File: src/rtl/rf_cmd_sequencer.sv
// Register-transfer command sequencer driving an 8x16 register file with a registered read port.
// Optional operand shifter on the Rm path is enabled by defining RF_CMD_SHIFT_EN.
module rf_cmd_sequencer #(
    parameter int DATA_W = 16,
    parameter int REG_AW = 3
) (
    input  logic              clk,
    input  logic              reset,
    input  logic              cmd_valid,
    output logic              cmd_ready,
    input  logic [1:0]        cmd_op,
    input  logic [REG_AW-1:0] cmd_rd,
    input  logic [REG_AW-1:0] cmd_rn,
    input  logic [REG_AW-1:0] cmd_rm,
    input  logic [DATA_W-1:0] cmd_imm,
`ifdef RF_CMD_SHIFT_EN
    input  logic [1:0]        cmd_shift,
`endif
    output logic [REG_AW-1:0] rf_writenum,
    output logic [REG_AW-1:0] rf_readnum,
    output logic              rf_write,
    output logic [DATA_W-1:0] rf_data_in,
    input  logic [DATA_W-1:0] rf_data_out,
    output logic              done,
    output logic [DATA_W-1:0] result,
    output logic              flag_z,
    output logic              flag_n,
    output logic              flag_v
);

    localparam int MSB = DATA_W - 1;
    localparam logic [1:0] OP_MOVI = 2'b00;
    localparam logic [1:0] OP_MOV  = 2'b01;
    localparam logic [1:0] OP_ADD  = 2'b10;
    localparam logic [1:0] OP_CMP  = 2'b11;

    typedef enum logic [2:0] {
        S_IDLE = 3'd0,
        S_RD1  = 3'd1,
        S_RD2  = 3'd2,
        S_EXEC = 3'd3,
        S_WB   = 3'd4,
        S_DONE = 3'd5
    } state_t;

    state_t             state_q, state_d;
    logic [1:0]         op_q, op_d;
    logic [REG_AW-1:0]  rd_q, rd_d;
    logic [REG_AW-1:0]  rn_q, rn_d;
    logic [REG_AW-1:0]  rm_q, rm_d;
    logic [DATA_W-1:0]  a_q, a_d;
    logic [DATA_W-1:0]  result_q, result_d;
    logic               z_q, z_d;
    logic               n_q, n_d;
    logic               v_q, v_d;
    logic [REG_AW-1:0]  readnum_hold_q, readnum_hold_d;
`ifdef RF_CMD_SHIFT_EN
    logic [1:0]         shift_q, shift_d;
`endif

    logic               accept;
    logic [DATA_W-1:0]  a_sh;
    logic [DATA_W-1:0]  sum;
    logic [DATA_W-1:0]  diff;
    logic               v_add;
    logic               v_sub;

    // State register
    always_ff @(posedge clk) begin
        if (reset) begin
            state_q <= S_IDLE;
        end else begin
            state_q <= state_d;
        end
    end

    // Next-state logic
    always_comb begin
        state_d = state_q;
        case (state_q)
            S_IDLE:  if (cmd_valid) state_d = (cmd_op == OP_MOVI) ? S_WB : S_RD1;
            S_RD1:   state_d = S_RD2;
            S_RD2:   state_d = S_EXEC;
            S_EXEC:  state_d = (op_q == OP_CMP) ? S_DONE : S_WB;
            S_WB:    state_d = S_DONE;
            S_DONE:  state_d = S_IDLE;
            default: state_d = S_IDLE;
        endcase
    end

    // Port outputs: decoded from state, forced to zero while reset is asserted
    always_comb begin
        cmd_ready   = 1'b0;
        rf_write    = 1'b0;
        rf_writenum = '0;
        rf_readnum  = '0;
        rf_data_in  = '0;
        done        = 1'b0;
        if (!reset) begin
            rf_readnum = readnum_hold_q;
            case (state_q)
                S_IDLE: cmd_ready = 1'b1;
                S_RD1:  rf_readnum = rm_q;
                S_RD2:  rf_readnum = rn_q;
                S_EXEC: rf_readnum = rn_q;
                S_WB: begin
                    rf_write    = 1'b1;
                    rf_writenum = rd_q;
                    rf_data_in  = result_q;
                end
                S_DONE: done = 1'b1;
                default: ;
            endcase
        end
    end

    assign result = result_q;
    assign flag_z = z_q;
    assign flag_n = n_q;
    assign flag_v = v_q;

    assign accept = cmd_valid && cmd_ready;

`ifdef RF_CMD_SHIFT_EN
    always_comb begin
        case (shift_q)
            2'b01:   a_sh = {a_q[MSB-1:0], 1'b0};
            2'b10:   a_sh = {1'b0, a_q[MSB:1]};
            2'b11:   a_sh = {a_q[MSB], a_q[MSB:1]};
            default: a_sh = a_q;
        endcase
    end
`else
    assign a_sh = a_q;
`endif

    // In EXEC rf_data_out carries R[rn]; a_sh carries the (shifted) R[rm]
    assign sum   = rf_data_out + a_sh;
    assign diff  = rf_data_out - a_sh;
    assign v_add = (rf_data_out[MSB] == a_sh[MSB]) && (sum[MSB] != rf_data_out[MSB]);
    assign v_sub = (rf_data_out[MSB] != a_sh[MSB]) && (diff[MSB] != rf_data_out[MSB]);

    always_comb begin
        op_d           = op_q;
        rd_d           = rd_q;
        rn_d           = rn_q;
        rm_d           = rm_q;
        a_d            = a_q;
        result_d       = result_q;
        z_d            = z_q;
        n_d            = n_q;
        v_d            = v_q;
        readnum_hold_d = rf_readnum;
`ifdef RF_CMD_SHIFT_EN
        shift_d        = shift_q;
`endif
        if (accept) begin
            op_d = cmd_op;
            rd_d = cmd_rd;
            rn_d = cmd_rn;
            rm_d = cmd_rm;
`ifdef RF_CMD_SHIFT_EN
            shift_d = cmd_shift;
`endif
            if (cmd_op == OP_MOVI) result_d = cmd_imm;
        end
        if (state_q == S_RD2) a_d = rf_data_out;
        if (state_q == S_EXEC) begin
            case (op_q)
                OP_MOV: result_d = a_sh;
                OP_ADD: begin
                    result_d = sum;
                    z_d      = (sum == '0);
                    n_d      = sum[MSB];
                    v_d      = v_add;
                end
                OP_CMP: begin
                    result_d = diff;
                    z_d      = (diff == '0);
                    n_d      = diff[MSB];
                    v_d      = v_sub;
                end
                default: ;
            endcase
        end
    end

    always_ff @(posedge clk) begin
        if (reset) begin
            op_q           <= '0;
            rd_q           <= '0;
            rn_q           <= '0;
            rm_q           <= '0;
            a_q            <= '0;
            result_q       <= '0;
            z_q            <= 1'b0;
            n_q            <= 1'b0;
            v_q            <= 1'b0;
            readnum_hold_q <= '0;
`ifdef RF_CMD_SHIFT_EN
            shift_q        <= '0;
`endif
        end else begin
            op_q           <= op_d;
            rd_q           <= rd_d;
            rn_q           <= rn_d;
            rm_q           <= rm_d;
            a_q            <= a_d;
            result_q       <= result_d;
            z_q            <= z_d;
            n_q            <= n_d;
            v_q            <= v_d;
            readnum_hold_q <= readnum_hold_d;
`ifdef RF_CMD_SHIFT_EN
            shift_q        <= shift_d;
`endif
        end
    end

endmodule

File: config.mk
export PLATFORM = sky130hd
export DESIGN_NAME = rf_cmd_sequencer
export DESIGN_NICKNAME = d
export VERILOG_FILES = /design/src/rtl/rf_cmd_sequencer.sv
export SDC_FILE = /design/constraint.sdc
export NUM_CORES = 1
export LEC_CHECK = 0
export CAP_MARGIN = 10
export CORE_MARGIN = 1
export CORE_UTILIZATION = 50
export DETAILED_ROUTE_END_ITERATION = 10
export DONT_BUFFER_PORTS = 1
export PLACE_DENSITY = 0.7
export RECOVER_POWER = 50
export SKIP_CTS_REPAIR_TIMING = 1
export SYNTH_ARGS = -nofsm -noshare
export SYNTH_HDL_FRONTEND = slang
export SYNTH_SLANG_ARGS = --single-unit
File: constraint.sdc
create_clock -name clk -period 3.94 [get_ports clk]
set_input_delay 0.394 -clock clk [delete_from_list [all_inputs] [get_ports clk]]
set_output_delay 0.394 -clock clk [all_outputs]
set_load 0.1 [all_outputs]
==> metrics.csv <==
metric,value,unit
fp-row-count,33,
antenna_cells,0,
p_per_area,345,nW/µm²
synth.avg_cell_area,7.44,µm²
first_global_vias,3714,
place.gp.congestion,0.964,
fin_hold_ws,0.144,ns
clock_sinks,52,
cts_buffers,5,
die_area,9230,µm²
fin_crit,3.54,ns
synth_area_leaders,"dfxtp_1 24%, nand2_1 8.8%, ha_1 8.8%",
ys_warn_count,0,
overflow,0,
synth-seq-cells,52,
htree_levels,2,
hold_viol_final,0,
dp.cells,688,
synth_cell_type_count,64,
fill_cells,846,
syn_nets,674,
design.core.area,8380,µm²
syn_inst,595,
synthMuxAreaShare,1.87,%
fp.dieH,96.1,µm
finalNonFillerCells,696,
grt_max_degree,58,
synth.top_cell.area_share,23.5,%
crit_arrival,3.79,ns
grt_usage,27.1,%
synthTopCellsByCount,"104 x nand2_1, 52 x dfxtp_1, 50 x a21oi_1, 36 x nor2_1, 31 x ha_1",
max-cap-violations,0,
cts_tree,done,
cp_max_fo,14,
async_flop_share,0,%
io_buffer_count,0,
worstSetupPathType,reg2reg,
drtIter0Drc,223,
synth_compound_area_share,24.9,%
hold_path_class,in2reg,
yosysTopAreaCell,dfxtp_1,
via_per_inst,5.99,
clock_latency,0.32,ns
ys_seq_area_share,23.5,%
synth_fa_ha_area_share,9.67,%
skew,0.0125,ns
ys.flop_type,dfxtp_1,
clkTransAtPathRegs,0.11,ns
outcome,completed,
ctsLongestPathBuffers,2,
cp_data_required_time,4.19,ns
rsz0062_at_grt,false,
synth_xor_area_share,6.33,%
tightest_slew,1.28,ns
dieWidth,96.1,µm
final_max_slew_viol_count,0,
synth_edf_count,0,
firstDrtPassIters,4,
area_growth,5.29,%
tns,0,ns
antenna_found_initial,0,
setup_viol_count_final,0,
dp_hpwl,9360,µm
nNetsFinal,669,
num_io_pins,90,
ir_worst_vdd,146,µV
grt_pass1_wl,19100,µm
max_clock_freq,283,MHz
drive_gt1_share,7.45,%
start_util,52.8,%
synth_area,4430,µm²
worst_setup_path_end_kind,flip-flop,
slew_headroom,14.5,%
drcViolationCount,0,
synth_top_family_by_area,simple AND/OR/NAND/NOR gates,
vias,4171,
synth_simple_gate_area_share,25.7,%
wirelength,12300,µm
fin_crit_sh,89.8,%
wl_per_cell,17.7,µm
synthMostInstantiatedCell,nand2_1,
ant_nets,0,
root_buffer,clkbuf_8,
crit_path_start_kind,flip-flop,
leakagePower,0.00167,µW
final timing paths:
kind | start | end | slack [ns] | depth (start not counted)
max | a_q[3]$_SDFFE_PP0P_ | flag_z$_SDFFE_PP0P_ | 0.40 | 11
min | reset | state_q[2]$_SDFFE_PP0P_ | 0.14 | 1
max reg2reg | a_q[3]$_SDFFE_PP0P_ | flag_z$_SDFFE_PP0P_ | 0.40 | 11
min reg2reg | a_q[11]$_SDFFE_PP0P_ | a_q[11]$_SDFFE_PP0P_ | 0.47 | 2
layer usage:
layer / track usage (%) / vias to the layer above / routed length, µm / part of all wire [%]
li1: - / 2073 / - / -
met1: 38.1 / 1927 / 5800 / 47
met2: 42.7 / 154 / 5470 / 44
met3: 4.90 / 17 / 876 / 7.1
met4: 5.97 / 0 / 154 / 1.3
met5: 0 / - / 0 / 0
sequential cells by signal (all words and copies together), names as in the netlist:
| name | cells |
|---|---|
| a_q | 16 |
| flag_n | 1 |
| flag_z | 1 |
| result | 16 |
| readnum_hold_q | 3 |
| state_q | 3 |
| op_q | 2 |
| rd_q | 3 |
| flag_v | 1 |
| rm_q | 3 |
| rn_q | 3 |
cell usage in the layout (no fill, tap or decap), types with 4 or more instances in the layout:
cell / n
nand2_1: 104
dfxtp_1: 52
a21oi_1: 50
nor2_1: 36
ha_1: 31
inv_1: 29
o21ai_0: 23
xnor2_1: 22
and2_1: 20
clkbuf_1: 17
nor3_1: 16
a31oi_1: 12
nand3b_1: 11
xor2_1: 10
buf_4: 10
a311oi_1: 9
o21bai_1: 8
nor2b_1: 7
o21a_1: 7
o211ai_1: 7
mux2i_1: 6
a221oi_1: 6
nand4_1: 5
a21o_1: 5
nand3_1: 5
clkbuf_8: 5
o221a_2: 4
o31ai_1: 4
nor3b_1: 4
or4_1: 4
a211oi_1: 4
area by class of cell:
class,instances,area (µm²),share of cell area [%]
Clock buffer,5,68.8,1.48
Tap cell,105,131,2.82
Clock inverter,3,27.5,0.591
Timing Repair Buffer,30,214,4.59
Multi-Input combinational cell,470,3060,65.6
Sequential cell,52,1040,22.3
Inverter,31,119,2.55
power breakdown:
part / leakage [µW] / switching, µW / internal (µW)
Sequential: 0.000423 / 33.3 / 567
Clock: 0.0000463 / 206 / 131
Combinational: 0.00120 / 446 / 223
critical path, stage by stage, from the launching register on:
cell and delay, ns:
dfxtp_1 0.41, inv_1 0.06, ha_1 0.45, nor2_1 0.22, o21ai_2 0.09, a21oi_2 0.24
mux2_2 0.36, or4_1 0.51, or4_1 0.41, or4_1 0.41, o31a_1 0.26, o21ai_2 0.05
cells by family after synthesis:
kind of cell / after synthesis
AND/OR/NAND/NOR: 233
AO/OA/AOI/OAI: 164
buffers and inverters: 73
flip-flops: 52
adder cells (fa/ha/maj): 33
XOR/XNOR: 32
multiplexers: 8
per-stage QoR:
stage / total power [µW] / utilization (%) / area (µm²) / worst slack [ns]
global route: 1700 / 55.6 / 4660 / 0.220
CTS: 1620 / 56.4 / 4720 / 0.420
detailed placement: 1280 / 55.2 / 4630 / 0.465
global placement: 1270 / 55.2 / 4630 / 0.554
finish: 1610 / 55.6 / 4660 / 0.401
floorplan: 1150 / - / 4440 / 0.477
No activity file was read; power rests on OpenSTA's default activity.
